### src/rtl/spi_pkg.sv
// Shared SPI definitions: default widths, FSM state encoding and line idle levels.
// Imported by both spi_slave and spi_master.
package spi_pkg;

  localparam int SPI_DATA_W      = 8;
  localparam int SPI_SYNC_STAGES = 2;

  typedef enum logic {
    ST_IDLE,
    ST_ACTIVE
  } spi_state_t;

  localparam logic SCK_IDLE_LEVEL  = 1'b0;
  localparam logic CS_N_IDLE_LEVEL = 1'b1;
  localparam logic MOSI_IDLE_LEVEL = 1'b0;

endpackage

### src/rtl/spi_sync_edge.sv
// Multi-stage synchronizer for an asynchronous input plus a registered edge detector.
// Reset loads every stage with the line's idle level so reset never creates an edge.
module spi_sync_edge #(
  parameter int   SYNC_STAGES = 2,
  parameter logic IDLE_LEVEL  = 1'b0
) (
  input  logic clk,
  input  logic rst,
  input  logic din,
  output logic level,
  output logic rise,
  output logic fall
);

  logic [SYNC_STAGES-1:0] chain;
  logic                   prev;

  assign level = chain[SYNC_STAGES-1];

  // Edge flags are registered, so they trail the synchronized level by one cycle.
  always_ff @(posedge clk) begin
    if (rst) begin
      chain <= {SYNC_STAGES{IDLE_LEVEL}};
      prev  <= IDLE_LEVEL;
      rise  <= 1'b0;
      fall  <= 1'b0;
    end else begin
      chain <= {chain[SYNC_STAGES-2:0], din};
      prev  <= chain[SYNC_STAGES-1];
      rise  <= chain[SYNC_STAGES-1] & ~prev;
      fall  <= ~chain[SYNC_STAGES-1] & prev;
    end
  end

endmodule

### src/rtl/spi_slave.sv
// SPI mode-0 slave: oversampled sck/cs_n/mosi, MSB-first receive with a valid strobe,
// and a reply word shifted out on miso.
module spi_slave
  import spi_pkg::*;
#(
  parameter int DATA_W      = SPI_DATA_W,
  parameter int SYNC_STAGES = SPI_SYNC_STAGES
) (
  input  logic              clk,
  input  logic              rst,
  input  logic              sck,
  input  logic              cs_n,
  input  logic              mosi,
  output logic              miso,
  input  logic [DATA_W-1:0] tx_data,
  output logic [DATA_W-1:0] rx_data,
  output logic              rx_valid,
  output logic              frame_err,
  output logic              busy
);

  localparam int                CNT_W    = $clog2(DATA_W);
  localparam logic [CNT_W-1:0] LAST_BIT = CNT_W'(DATA_W - 1);

  logic sck_level, sck_rise, sck_fall;
  logic cs_level, cs_rise, cs_fall;
  logic mosi_level;

  spi_state_t        state;
  logic [CNT_W-1:0]  bit_cnt;
  logic [DATA_W-1:0] rx_shift;
  logic [DATA_W-1:0] tx_shift;
  logic              word_done;
  logic              first_bit;

  spi_sync_edge #(.SYNC_STAGES(SYNC_STAGES), .IDLE_LEVEL(SCK_IDLE_LEVEL)) u_sck_sync (
    .clk(clk), .rst(rst), .din(sck), .level(sck_level), .rise(sck_rise), .fall(sck_fall)
  );

  spi_sync_edge #(.SYNC_STAGES(SYNC_STAGES), .IDLE_LEVEL(CS_N_IDLE_LEVEL)) u_cs_sync (
    .clk(clk), .rst(rst), .din(cs_n), .level(cs_level), .rise(cs_rise), .fall(cs_fall)
  );

  spi_sync_edge #(.SYNC_STAGES(SYNC_STAGES), .IDLE_LEVEL(MOSI_IDLE_LEVEL)) u_mosi_sync (
    .clk(clk), .rst(rst), .din(mosi), .level(mosi_level), .rise(), .fall()
  );

  // The sck fall preceding the first rise of a frame is skipped via first_bit;
  // a completed word is published one cycle after its last bit is shifted in.
  always_ff @(posedge clk) begin
    if (rst) begin
      state     <= ST_IDLE;
      bit_cnt   <= '0;
      rx_shift  <= '0;
      tx_shift  <= '0;
      rx_data   <= '0;
      rx_valid  <= 1'b0;
      frame_err <= 1'b0;
      busy      <= 1'b0;
      miso      <= 1'b0;
      word_done <= 1'b0;
      first_bit <= 1'b0;
    end else begin
      rx_valid  <= 1'b0;
      frame_err <= 1'b0;
      word_done <= 1'b0;

      if (word_done) begin
        rx_data  <= rx_shift;
        rx_valid <= 1'b1;
      end

      case (state)
        ST_IDLE: begin
          if (cs_fall) begin
            state     <= ST_ACTIVE;
            tx_shift  <= tx_data;
            bit_cnt   <= '0;
            busy      <= 1'b1;
            miso      <= tx_data[DATA_W-1];
            first_bit <= 1'b1;
          end
        end
        ST_ACTIVE: begin
          if (cs_rise) begin
            state <= ST_IDLE;
            busy  <= 1'b0;
            miso  <= 1'b0;
            if (bit_cnt != '0) frame_err <= 1'b1;
          end else if (sck_rise) begin
            rx_shift  <= {rx_shift[DATA_W-2:0], mosi_level};
            first_bit <= 1'b0;
            if (bit_cnt == LAST_BIT) begin
              bit_cnt   <= '0;
              word_done <= 1'b1;
            end else begin
              bit_cnt <= bit_cnt + 1'b1;
            end
          end else if (sck_fall && !first_bit) begin
            if (bit_cnt == '0) begin
              tx_shift <= tx_data;
              miso     <= tx_data[DATA_W-1];
            end else begin
              tx_shift <= {tx_shift[DATA_W-2:0], 1'b0};
              miso     <= tx_shift[DATA_W-2];
            end
          end
        end
        default: state <= ST_IDLE;
      endcase
    end
  end

  // Only the registered edge flags drive the FSM; the raw levels are kept for observability.
  logic unused_levels;
  assign unused_levels = sck_level ^ cs_level;

endmodule
### config.mk
export PLATFORM = sky130hd
export DESIGN_NAME = spi_slave
export DESIGN_NICKNAME = d
export VERILOG_FILES = /design/src/rtl/spi_pkg.sv /design/src/rtl/spi_sync_edge.sv /design/src/rtl/spi_slave.sv
export SDC_FILE = /design/constraint.sdc
export NUM_CORES = 1
export LEC_CHECK = 0
export ABC_CLOCK_PERIOD_IN_PS = 1240
export BUFFER_PORTS_ARGS = -buffer_cell sky130_fd_sc_hd__buf_2
export CORE_UTILIZATION = 34
export DETAILED_ROUTE_END_ITERATION = 6
export HOLD_SLACK_MARGIN = 0.05
export SYNTH_ARGS = -nofsm -noshare
export SYNTH_HDL_FRONTEND = slang
export SYNTH_HIERARCHICAL = 1
export SYNTH_SLANG_ARGS = --single-unit
### constraint.sdc
create_clock -name clk -period 1.24 [get_ports clk]
set_clock_uncertainty 0.05 [all_clocks]
set_input_delay 0.248 -clock clk [delete_from_list [all_inputs] [get_ports clk]]
set_output_delay 0.248 -clock clk [all_outputs]
set_load 0.01 [all_outputs]
# Word level (Yosys, flattened, before mapping)
# Cells that the tools add are included.
dict set report op_classes {
  n_eq_ne 9
  reduce_logical 11
  n_bitwise 11
  muxes 29
  addsub 1
}
# op n
set ops {}
lappend ops {{two-way mux 7 bit} 5}
lappend ops {{two-way mux 1 bit} 14}
lappend ops {{case mux 7 bit (2 select lines)} 1}
lappend ops {{two-way mux 3 bit} 4}
lappend ops {{AND reduction 3 bit} 3}
lappend ops {{inequality test 2 x 1 -> 1 bit, second input constant} 4}
lappend ops {{case mux 1 bit (2 select lines)} 4}
lappend ops {{inverter 1 bit} 7}
lappend ops {{case mux 3 bit (2 select lines)} 1}
lappend ops {{AND 1 bit} 4}
lappend ops {{inequality test 2 bit, second input constant} 2}
lappend ops {{AND reduction 4 bit} 1}
lappend ops {{OR reduction 4 bit} 1}
lappend ops {{adder 3 x 1 -> 3 bit, second input constant} 1}
lappend ops {{equality test 3 bit, second input constant} 1}
lappend ops {{zero test 3 bit} 1}
lappend ops {{inequality test 3 x 1 -> 1 bit, second input constant} 1}
lappend ops {{inequality test 3 x 2 -> 1 bit, second input constant} 1}
lappend ops {{nonzero test 3 bit} 1}
lappend ops {{OR reduction 3 bit} 1}
lappend ops {{AND reduction 2 bit} 1}
lappend ops {{logical AND 1 bit} 1}
lappend ops {{zero test 1 bit} 1}
dict set report word_totals {
  input_bits 13
  output_inout_bits 12
  elab_cells 81
  regBits 45
}

# Depth between registers and ports, before layout
dict set report logic_depth {
  depth_word 6
  mapped_depth 5
  ltp_nobuf 5
}

# Cells and area by module
# The synthesis kept the hierarchy.
# mod seq_area_each_um2 area_each_um2 n_inst cells_each
set by_module_without_submodules {}
lappend by_module_without_submodules {spi_slave 660.6 1498.9 1 153}
lappend by_module_without_submodules {spi_sync_edge 100.1 133.9 3 10}

# Worst setup path after synthesis
# No wires, ideal clock.
dict set report synth_timing {
  path_kind {register to register}
  startpoint {register bit_cnt[0]}
  endpoint {register tx_shift[1]}
  synth_period_minus_slack_ns 1.323
  stages_incl_launch_ff 6
  arrival_time_ns 1.185
  setup_time_ns 0.088
  n_path_buf 0
  required_time_ns 1.102
  setup_slack_ns -0.083
  path_cell_list {dfxtp_1 inv_1 ha_1 nor2b_1 o21ai_0 a311oi_2}
}
dict set report synth_between {
  elab_chain_len 6
}
# element line_no
set synth_lines {}
lappend synth_lines {{start: declaration} spi_slave.sv:30} ;# logic [CNT_W-1:0] bit_cnt;
lappend synth_lines {{start signal: assignment} spi_slave.sv:97} ;# bit_cnt <= bit_cnt + 1'b1;
lappend synth_lines {{zero test 3 bit} spi_slave.sv:100} ;# if (bit_cnt == '0) begin
lappend synth_lines {{two-way mux 7 bit} spi_slave.sv:100}
lappend synth_lines {{two-way mux 7 bit} spi_slave.sv:99} ;# end else if (sck_fall && !first_bit) begin
lappend synth_lines {{two-way mux 7 bit} spi_slave.sv:90} ;# end else if (sck_rise) begin
lappend synth_lines {{two-way mux 7 bit} spi_slave.sv:85} ;# if (cs_rise) begin
lappend synth_lines {{case mux 7 bit (2 select lines)} spi_slave.sv:73} ;# case (state)
lappend synth_lines {{end signal: assignment} spi_slave.sv:77} ;# tx_shift <= tx_data;
lappend synth_lines {{end signal: assignment} spi_slave.sv:101} ;# tx_shift <= tx_data;
lappend synth_lines {{end signal: assignment} spi_slave.sv:104} ;# tx_shift <= {tx_shift[DATA_W-2:0], 1'b0};
lappend synth_lines {{end: declaration} spi_slave.sv:32} ;# logic [DATA_W-1:0] tx_shift;
# No other way between the ends. The select of a mux whose other input is x is not followed.
# A chain may end at the register's enable or synchronous reset.

# Worst setup path in the final report
dict set report layout_timing {
  startpoint {register bit_cnt[0]}
  endpoint {register tx_shift[4]}
}
# The elaborated chain is that of the path after synthesis.

==> run metrics <==
fillers=539; DP HPWL=2290 microns; layout cell share with drive strength beyond 1=45.33%; critical path data arrival time=1.46 ns; final antenna-violating net count=0; CTS tree=yes; highest clock rate=764.6 MHz; Detailed Routing Iterations Pass 1=4; H-Tree Depth=2; DIE WIDTH=75.15 microns; Die ar.=0.005648 sq mm; global-route wire length before repair=5616 microns; HP Class=input pin to flop; Synth Instances=177; TritonCTS Buffers=5; final hold slack=0.08245 ns; maximum capacitance violations=0; initial core utilization=35.39%; initial antenna violation count=0; Root Buffer=clkbuf_8; WL/cell=11.59 microns; setup total negative slack=-0.4107 ns; maximum VDD drop=0.0006069 V; FP Rows=26; Avg Inst Size Synth=10.28 sq um; R2R Path Start=bit_cnt[0]; CP Class=flop to flop; CP Launch Type=flop; flop-to-flop setup slack=-0.07 ns; leakage power total=0.0008408 uW; fin crit share=105.5%; Hold Vio Cnt, Final=0; total gr overflow=0; Total Routing Usage GR=13.35%; Pins Over Slew Limit=0; fin crit period=1.308 ns; Final nets=230; Setup WS post-layout=-0.06787 ns; Vias/cell=4.662; Die Ht=75.15 microns; Worst Path Max Fanout=7; syn nets=193; final instance area=0.002287 sq mm; # DRC=0; Final Setup Violations=9; I/O Pins=25; Max clock buf depth=2; clock slew at reported path FFs=0.08 ns; final WL=3292 microns; CTS Hold Bufs=0; largest net degree at the start of global routing=18; Hold Path Stages=2; Power Density=1173 mW/mm^2; Layout area overhead=25.72%; DRT iter0 DRCs=63; vias in the first global route=1257; clock latency on the worst-skew pair=0.29 ns; status=finished with violations; number of port buffers=24; Ant. Diodes=0; RSZ-0062 raised after global routing=yes; min-delay src=cs_n; Area after DPL=0.002088 sq mm; CTS Sinks=45; CP endpoint kind=flop; WP data required=1.40 ns; core area=0.005140 sq mm; FF-to-FF End=tx_shift[4]; Reg2Reg Depth=6; slew at the pin closest to its max-slew limit=0.4143 ns; gpl congestion=0.7673; Final Util=44.50%; WHS Endpoint=u_cs_sync/chain[0]; failing checks=negative setup slack; yosys warns=6; routed vias=1324; Netlist Area Pre-Place=0.001819 sq mm; worst rel slew slack=72.26%; Total Power=2683 uW
## state kept, by name, indices dropped and copies added, names as in the netlist
register,cells
bit_cnt,3
busy,1
first_bit,1
frame_err,1
miso,1
rx_data,8
rx_shift,8
rx_valid,1
state,1
tx_shift,7
u_cs_sync/chain,2
u_cs_sync/fall,1
u_cs_sync/prev,1
u_cs_sync/rise,1
u_mosi_sync/chain,2
u_sck_sync/chain,2
u_sck_sync/fall,1
u_sck_sync/prev,1
u_sck_sync/rise,1
word_done,1
## report_power, final
part | internal, uW | switching, uW | leakage [uW] | total [uW]
clock network | 585 | 460 | 0.0000540 | 1050
registers | 1470 | 15.3 | 0.000367 | 1490
logic | 72.2 | 78.9 | 0.000419 | 151
## stage by stage
| step | std cells | worst slack (ns) |
|---|---|---|
| 4_1_cts | 282 | -0.07251 |
| 3_5_place_dp | 276 | -0.1993 |
| 5_1_grt | 284 | -0.1185 |
| 2_1_floorplan | 177 | 0.01238 |
| 6_report | 284 | -0.06787 |
| 3_3_place_gp | 276 | -0.1790 |
## layer usage
| layer | track usage (%) | routed length [microns] |
|---|---|---|
| met5 | 0 | 0 |
| met4 | 5.556 | 48 |
| met3 | 4.418 | 85 |
| met2 | 20.72 | 1563 |
| met1 | 17.09 | 1594 |
## cell usage in the layout, fill, tap and decap left out, types with 6 or more instances in the layout
cell      instances
mux2i_1           9
o21ai_2           6
nor2b_1           7
nand2_1           9
a211oi_1          6
nor3b_1           6
buf_2            24
a311oi_2          6
a21oi_2          10
dfxtp_1          40
nand2_2          10
nand3_1           9
nor2_1           11
buf_4            13
## layout make-up
cell class	instances	area [sq um]	area share [%]
inverter	4	18.77	0.8206
multi-input combinational	118	909.6	39.77
timing repair buffer	40	260.3	11.38
clock buffer	5	68.82	3.009
sequential	45	907.1	39.66
tap	70	87.58	3.829
clock inverter	2	35.03	1.532
## timing repair
action                                  CTS  global route
buffers inserted                          0             2
resized for setup                        18            14
pin swaps                                 3             8
endpoints found under the setup margin    9            18
endpoints found under the hold margin     0             0
## worst max path at each step
stage	from	endpoint	depth (start not counted)	slack (ns)
global route	bit_cnt[0]	tx_shift[6]	5	-0.12
floorplan	bit_cnt[0]	tx_shift[1]	5	0.01
CTS	bit_cnt[1]	tx_shift[4]	5	-0.07
global placement	u_cs_sync/fall	tx_shift[0]	3	-0.18
finish	bit_cnt[0]	tx_shift[4]	6	-0.07
detailed placement	u_cs_sync/fall	tx_shift[4]	3	-0.20
## critical path, stage by stage (launching register included)
cell	delay [ns]
dfxtp_2	0.35
inv_2	0.05
ha_4	0.16
buf_4	0.13
nand2b_4	0.10
nand3_2	0.10
a311oi_2	0.28
Note: power is estimated with default switching activity, not from simulation.
